===== src/rtl/serial_add_ctrl.sv =====
// Bit-serial adder: one full-adder cell steps through WIDTH bits, one per clock.
// Define SERIAL_ADD_OVF_EN to add the signed-overflow output (ovf).
module fa (
    input  logic a_i,
    input  logic b_i,
    input  logic c_i,
    output logic s_o,
    output logic ca_o
);
    assign s_o  = a_i ^ b_i ^ c_i;
    assign ca_o = (a_i & b_i) | (c_i & (a_i ^ b_i));
endmodule

module serial_add_ctrl #(
    parameter int WIDTH = 8
) (
    input  logic             clk,
    input  logic             rst,
    input  logic             in_valid,
    output logic             in_ready,
    input  logic [WIDTH-1:0] a,
    input  logic [WIDTH-1:0] b,
    input  logic             cin,
    output logic             out_valid,
    input  logic             out_ready,
    output logic [WIDTH-1:0] sum,
    output logic             cout,
    output logic             busy
`ifdef SERIAL_ADD_OVF_EN
   ,output logic             ovf
`endif
);
    localparam int CW = (WIDTH < 2) ? 1 : $clog2(WIDTH + 1);
    localparam logic [CW-1:0] LAST = CW'(WIDTH - 1);

    localparam logic [1:0] S_IDLE = 2'd0;
    localparam logic [1:0] S_RUN  = 2'd1;
    localparam logic [1:0] S_DONE = 2'd2;

    logic [1:0]       state_q, state_d;
    logic [WIDTH-1:0] sa_q, sa_d, sb_q, sb_d, sr_q, sr_d;
    logic             cr_q, cr_d;
    logic [CW-1:0]    cnt_q, cnt_d;
    logic             fa_s, fa_ca;
    logic [WIDTH:0]   sr_ext;
`ifdef SERIAL_ADD_OVF_EN
    logic             ovf_q, ovf_d;
`endif

    fa u_fa (
        .a_i  (sa_q[0]),
        .b_i  (sb_q[0]),
        .c_i  (cr_q),
        .s_o  (fa_s),
        .ca_o (fa_ca)
    );

    // New sum bit enters at the MSB; the slice form also covers WIDTH=1.
    assign sr_ext = {fa_s, sr_q};

    always_comb begin
        state_d = state_q;
        sa_d    = sa_q;
        sb_d    = sb_q;
        sr_d    = sr_q;
        cr_d    = cr_q;
        cnt_d   = cnt_q;
`ifdef SERIAL_ADD_OVF_EN
        ovf_d   = ovf_q;
`endif
        case (state_q)
            S_IDLE: begin
                if (in_valid) begin
                    sa_d    = a;
                    sb_d    = b;
                    cr_d    = cin;
                    cnt_d   = '0;
`ifdef SERIAL_ADD_OVF_EN
                    ovf_d   = 1'b0;
`endif
                    state_d = S_RUN;
                end
            end
            S_RUN: begin
                sa_d  = sa_q >> 1;
                sb_d  = sb_q >> 1;
                sr_d  = sr_ext[WIDTH:1];
                cr_d  = fa_ca;
                cnt_d = cnt_q + CW'(1);
                if (cnt_q == LAST) begin
                    state_d = S_DONE;
`ifdef SERIAL_ADD_OVF_EN
                    // Carry into the MSB differs from carry out of it.
                    ovf_d   = cr_q ^ fa_ca;
`endif
                end
            end
            S_DONE: begin
                if (out_ready) state_d = S_IDLE;
            end
            default: state_d = S_IDLE;
        endcase
    end

    always_ff @(posedge clk or posedge rst) begin
        if (rst) begin
            state_q <= S_IDLE;
            sa_q    <= '0;
            sb_q    <= '0;
            sr_q    <= '0;
            cr_q    <= 1'b0;
            cnt_q   <= '0;
`ifdef SERIAL_ADD_OVF_EN
            ovf_q   <= 1'b0;
`endif
        end else begin
            state_q <= state_d;
            sa_q    <= sa_d;
            sb_q    <= sb_d;
            sr_q    <= sr_d;
            cr_q    <= cr_d;
            cnt_q   <= cnt_d;
`ifdef SERIAL_ADD_OVF_EN
            ovf_q   <= ovf_d;
`endif
        end
    end

    assign in_ready  = (state_q == S_IDLE);
    assign out_valid = (state_q == S_DONE);
    assign busy      = (state_q != S_IDLE);
    assign sum       = sr_q;
    assign cout      = cr_q;
`ifdef SERIAL_ADD_OVF_EN
    assign ovf       = ovf_q;
`endif
endmodule


===== config.mk =====
export PLATFORM = sky130hd
export DESIGN_NAME = serial_add_ctrl
export DESIGN_NICKNAME = d
export VERILOG_FILES = /design/src/rtl/serial_add_ctrl.sv
export SDC_FILE = /design/constraint.sdc
export NUM_CORES = 1
export LEC_CHECK = 0
export BUFFER_PORTS_ARGS = -buffer_cell sky130_fd_sc_hd__buf_2
export CAP_MARGIN = 40
export CORE_ASPECT_RATIO = 0.5
export CORE_MARGIN = 5
export CORE_UTILIZATION = 53
export CTS_CLUSTER_DIAMETER = 150
export DETAILED_ROUTE_END_ITERATION = 8
export GPL_ROUTABILITY_DRIVEN = 1
export HOLD_SLACK_MARGIN = 0.03
export PLACE_DENSITY = 0.75
export SYNTH_ARGS = -nofsm -noshare
export SYNTH_HDL_FRONTEND = slang
export SYNTH_HIERARCHICAL = 1
export SYNTH_SLANG_ARGS = --single-unit

===== constraint.sdc =====
create_clock -name clk -period 1.55 [get_ports clk]
set_clock_uncertainty 0.05 [all_clocks]
set_input_delay 0.0775 -clock clk [delete_from_list [all_inputs] [get_ports clk]]
set_output_delay 0.0775 -clock clk [all_outputs]
set_load 0.005 [all_outputs]

==> results of run 1 <==
## through the flow
step / cells / total power [uW] / cell area (sq um) / hold WS [ns]
2_1_floorplan: 159 / 2180 / 1530 / 0.131
3_3_place_gp: 220 / 2410 / 1690 / 0.123
3_5_place_dp: 220 / 2450 / 1690 / 0.130
4_1_cts: 228 / 3020 / 1790 / 0.0307
5_1_grt: 228 / 3270 / 1790 / 0.0612
6_report: 228 / 2990 / 1790 / 0.0357
## metal layers
layer / vias to the layer above / share of wire (%) / track usage [%]
met5: - / 0 / 0
met2: 26 / 47 / 27.6
met1: 543 / 47 / 20.4
met4: 0 / 1.2 / 6.62
li1: 599 / - / -
met3: 4 / 5.6 / 5.84
## what timing repair did
item	4_1_cts	5_1_grt
hold buffers	2	0
resized for setup	0	1
buffers inserted	0	0
endpoints found under the hold margin	32	0
setup endpoints to repair	0	2
## cells in the final DEF (no fill, tap or decap), types with 2 or more instances in the layout
master | synthesis | final
a21oi_1 | 18 | 18
a22o_1 | 3 | 3
and2b_1 | 2 | 2
and3b_1 | 14 | 14
buf_2 | 6 | 32
clkbuf_8 | 0 | 5
dfrtp_1 | 31 | 31
dlygate4sd3_1 | 0 | 2
inv_1 | 2 | 2
nand2_1 | 43 | 43
nand3_1 | 2 | 2
nor2_1 | 2 | 2
nor2b_1 | 4 | 4
o21ai_1 | 11 | 11
o21ai_2 | 7 | 7
## worst max-delay path by stage
| stage | start | to | slack [ns] | depth (start not counted) |
|---|---|---|---|---|
| after floorplan | cnt_q[0]$_DFFE_PP0P_ | cnt_q[2]$_DFFE_PP0P_ | 0.36 | 3 |
| after global placement | state_q[0]$_DFFE_PP0P_ | cnt_q[3]$_DFFE_PP0P_ | 0.26 | 4 |
| after detailed placement | state_q[0]$_DFFE_PP0P_ | cnt_q[3]$_DFFE_PP0P_ | 0.22 | 4 |
| after CTS | state_q[1]$_DFFE_PP0P_ | in_ready | 0.04 | 4 |
| after global routing | state_q[1]$_DFFE_PP0P_ | in_ready | 0.0009 | 4 |
| final | state_q[1]$_DFFE_PP0P_ | in_ready | 0.09 | 4 |
## layout make-up
class                           count  area (sq um)  area share, %
Timing Repair Buffer               37           219           12.2
Clock buffer                        6          72.6           4.05
Inverter                            3          11.3          0.629
Sequential cell                    31           776           43.3
Multi-Input combinational cell    114           666           37.2
Tap cell                           37          46.3           2.59
## power by group through the flow
| stage | combinational, uW | sequential [uW] | clock [uW] |
|---|---|---|---|
| after floorplan | 849 | 1330 | 0 |
| after global placement | 1050 | 1360 | 0 |
| after global routing | 1260 | 1410 | 604 |
| after detailed placement | 1080 | 1370 | 0 |
| after CTS | 1090 | 1360 | 577 |
| final | 1070 | 1360 | 559 |
## kinds of logic after synthesis
kind of cell | after synthesis
simple gates | 69
compound gates | 42
flops | 31
buf+inv | 14
fa+ha+maj | 2
mux | 1
## flip-flops by register name (all words and copies together) (netlist names)
name / flops
state_q: 2
cout: 1
sa_q: 8
sum: 8
cnt_q: 4
sb_q: 8
## critical path, cell delays in order (launching register included)
cell     delay, ns
dfrtp_1       0.47
buf_6         0.21
or2_1         0.23
inv_2         0.04
buf_2         0.10
==> flow_metrics.tcl, run 1 <==
set metrics [dict create \
    status "complete, no violations" \
    p_sw_share_pct 35.6 \
    synthMuxAreaShare_pct 0.735 \
    rows 13 \
    arrival_ns 1.33 \
    worst_pin_slew_ns 0.447 \
    critPathMaxFanout 16 \
    cts_tree "yes" \
    clock-sinks 31 \
    syn_nets 182 \
    synth-simple-area-share_pct 23.1 \
    yosys_warnings 6 \
    min_period_over_period_pct 94.3 \
    power_frac_clock_pct 18.7 \
    powerDensity_nw_per_um2 1670 \
    synth_compound_area_share_pct 17.5 \
    cts.path.max_buffers 2 \
    antenna_found_initial 0 \
    vias_per_cell 5.14 \
    grt_pass1_vias 1106 \
    power.leakage_uw 0.000953 \
    synthArstFlopShare_pct 100 \
    numPortBuffers 32 \
    hpwl_mm 2.00 \
    hold_path.class "input port to flip-flop" \
    cts-root-buf "clkbuf_8" \
    ys_seq_area_share_pct 50.7 \
    syn_inst 159 \
    synth_xor_area_share_pct 0 \
    yosysMostFrequentCell "nand2_1" \
    drtPass1Iterations 4 \
    diodes 0 \
    synth_area_leaders "dfrtp_1 (51%), nand2_1 (11%), and3b_1 (8.0%), a21oi_1 (5.9%), o21ai_2 (4.0%)" \
    clkTransAtPathRegs_ns 0.06 \
    drcViolationCount 0 \
    reg2reg_to "cnt_q[3]$_DFFE_PP0P_" \
    floorplan.initialDensity_pct 57.1 \
    rsz0062_at_grt "false" \
    track_usage_pct 16.5 \
    finalHoldViolCount 0 \
    drtIter0Drc 52 \
    hp-start "b[0]" \
    die_w_microns 86.0 \
    end_kind "output port" \
    vias 1172 \
    nNetsFinal 215 \
    core_sq_um 2680 \
    ys_ff_latch 31 \
    wirelength_mm 2.93 \
    crit_required_ns 1.42 \
    synthAdderAreaFrac_pct 2.12 \
    fin_util_pct 66.7 \
    numCtsBuffers 5 \
    num-fill-cells 221 \
    holdPathEnd "sb_q[0]$_DFFE_PP0P_" \
    dominantRegCellSynth "dfrtp_1" \
    htree_levels 2 \
    setup_ws_ns 0.0889 \
    p_seq_share_pct 45.5 \
    fin_crit_ns 1.46 \
    tns_ns 0 \
    combinationalPowerShare_pct 35.8 \
    routabilityCongestion 0.740 \
    whs_path_depth 3 \
    grt_max_degree 40 \
    criticalPathCategory "flip-flop to output port" \
    grt_overflow 0 \
    cap_violations 0 \
    clk_latency_ns 0.27 \
    p_sw_uw 1060 \
    antenna_left 0 \
    slew_violations 0 \
    yosysTopAreaCell "dfrtp_1" \
    synth.distinct_cells 24 \
    max-vdd-ir-drop_mv 0.809 \
    synth_top_family_by_area "simple AND/OR/NAND/NOR gates" \
    cp-start-kind "flip-flop" \
    die_height_microns 48.0 \
    yosysTopAreaCellShare_pct 50.7 \
    r2r_setup_slack_ns 0.24 \
    p_int_uw 1930 \
    max_slew_margin_pct 70.2 \
    place_ws_ns 0.222 \
    finalSetupViolCount 0 \
    dieArea_sq_um 4130 \
    r2r_start "state_q[0]$_DFFE_PP0P_" \
    r2r_cells 4 \
    avgSynthCellArea_sq_um 9.63 \
    io_pins 33 \
    drive_gt1_share_pct 26.2 \
    synth_edf_count 0 \
    areaGrowthSynthToFinish_pct 16.9 \
    grt_pass1_wl_mm 5.04 \
    synth_commonest_cells "nand2_1 (43), dfrtp_1 (31), a21oi_1 (18), and3b_1 (14), o21ai_1 (11)" \
    wire_per_inst_microns 12.8 \
    synth_area_sq_um 1530 \
    fmax_mhz 684 \
]
No activity file was read; power rests on OpenSTA's default activity.
==> run 2: changes to the inputs <==
Settings changed: PLACE_DENSITY 0.75 to 0.89.
==> flow_metrics.tcl, run 2 (same netlist as run 1, synthesis figures left out) <==
set metrics [dict create \
    floorplan.initialDensity_pct 57.1 \
    num-fill-cells 196 \
    crit_required_ns 1.42 \
    fmax_mhz 683 \
    max_stage_delay_ns 0.46 \
    rows 13 \
    arrival_ns 1.34 \
    diodes 0 \
    routabilityCongestion 0.758 \
    p_seq_share_pct 41.4 \
    nNetsFinal 218 \
    max-vdd-ir-drop_mv 0.728 \
    post_cts_buffers 0 \
    grt_overflow 0 \
    whs_path_depth 4 \
    combinationalPowerShare_pct 33.2 \
    p_sw_share_pct 34.9 \
    criticalPathCategory "flip-flop to output port" \
    io_pins 33 \
    status "complete, no violations" \
    cts-root-buf "clkbuf_8" \
    path_cells "buf_12 -> or2_1 -> inv_2 -> buf_2" \
    wirelength_mm 3.39 \
    grt_max_degree 36 \
    drtIter0Drc 53 \
    antenna_found_initial 0 \
    drcViolationCount 0 \
    final_common_cell "nand2_1" \
    cp-start-kind "flip-flop" \
    die_w_microns 86.0 \
    mostFrequentLayoutCells "nand2_1 (43), buf_2 (32), dfrtp_1 (30)" \
    regArea_sq_um 777 \
    tns_ns 0 \
    power_frac_clock_pct 25.4 \
    worst_path_max_delay_cell "dfrtp_2" \
    hpwl_mm 2.12 \
    numCtsBuffers 5 \
    dieArea_sq_um 4130 \
    power.leakage_uw 0.000989 \
    track_usage_pct 18.6 \
    p_int_uw 2160 \
    critPathMaxFanout 35 \
    r2r_cells 3 \
    areaGrowthSynthToFinish_pct 21.9 \
    grt_pass1_wl_mm 5.54 \
    powerDensity_nw_per_um2 1770 \
    clkTransAtPathRegs_ns 0.07 \
    clock-sinks 31 \
    antenna_left 0 \
    numPortBuffers 32 \
    slew_violations 0 \
    drive_gt1_share_pct 27.6 \
    r2r_setup_slack_ns 0.28 \
    finalSetupViolCount 0 \
    p_sw_uw 1160 \
    multi_input_area_sq_um 666 \
    wire_per_inst_microns 14.5 \
    fin_crit_ns 1.46 \
    worst_pin_slew_ns 0.456 \
    core_sq_um 2680 \
    vias 1217 \
    grt_pass1_vias 1208 \
    vias_per_cell 5.22 \
    cts_tree "yes" \
    finalHoldViolCount 0 \
    rsz0062_at_grt "false" \
    drtPass1Iterations 4 \
    htree_levels 2 \
    end_kind "output port" \
    cts.path.max_buffers 2 \
    hold_path.class "input port to flip-flop" \
    clk_latency_ns 0.29 \
    min_period_over_period_pct 94.5 \
    die_height_microns 48.0 \
    fin_util_pct 69.6 \
    cap_violations 0 \
    max_slew_margin_pct 69.5 \
]
==> run 2: cell types whose count changed in the layout (fill, tap and decap cells not counted), sizes merged <==
cell	previous run	this run
bufinv	0	1
clkinv	0	1
dlygate4sd3	2	5
==> run 2: final cells by class <==
cell class                 count  share of cell area (%)
sequential                    31                    41.6
multi-input combinational    114                    35.7
timing repair buffer          40                    13.3
clock buffer                   6                    4.42
tap                           37                    2.48
clock inverter                 2                    1.88
inverter                       3                   0.603
==> run 2: what timing repair did <==
item	4_1_cts	5_1_grt
endpoints found under the setup margin	0	1
gates resized for setup	0	2
hold buffers	5	0
endpoints found under the hold margin	35	0
==> run 2: final timing paths <==
path	from	to
worst max register to register	cnt_q[0]$_DFFE_PP0P_	cnt_q[2]$_DFFE_PP0P_
worst min-delay path	b[6]	sb_q[6]$_DFFE_PP0P_
min in group asynchronous	rst	sum[3]$_DFFE_PP0N_
worst min register to register	sb_q[2]$_DFFE_PP0P_	sb_q[2]$_DFFE_PP0P_
max in group asynchronous	rst	state_q[0]$_DFFE_PP0P_
worst max-delay path	state_q[0]$_DFFE_PP0P_	in_ready
==> run 2: metal layers <==
metal  vias to the layer above  share of wire [%]  GRT usage, %
met5                         -                  0             0
met4                         0                2.6          12.3
met3                         7                4.2          4.64
met2                        27                 51          33.5
met1                       574                 42          20.8
li1                        609                  -             -
==> run 2: per-stage QoR <==
step / total power (uW) / instance area (sq um) / setup WS (ns) / hold WS (ns) / cells
5_1_grt: 3520 / 1870 / 0.0186 / 0.131 / 233
4_1_cts: 3320 / 1860 / 0.0494 / 0.116 / 233
3_3_place_gp: 2380 / 1690 / 0.317 / 0.123 / 220
2_1_floorplan: 2180 / 1530 / 0.358 / 0.131 / 159
3_5_place_dp: 2470 / 1690 / 0.258 / 0.123 / 220
6_report: 3310 / 1870 / 0.0856 / 0.119 / 233
==> run 2: power groups by stage <==
stage | Clock (uW) | Sequential [uW] | Combinational (uW)
after floorplan | 0 | 1330 | 849
after global placement | 0 | 1350 | 1030
after detailed placement | 0 | 1380 | 1090
after CTS | 846 | 1370 | 1110
after global routing | 871 | 1420 | 1230
final | 840 | 1370 | 1100
==> run 2: critical path: cells and delay by family (launching register included) <==
kind | cells | cell delay [ns]
flops | 1 | 0.46
buf+inv | 3 | 0.33
simple gates | 1 | 0.25
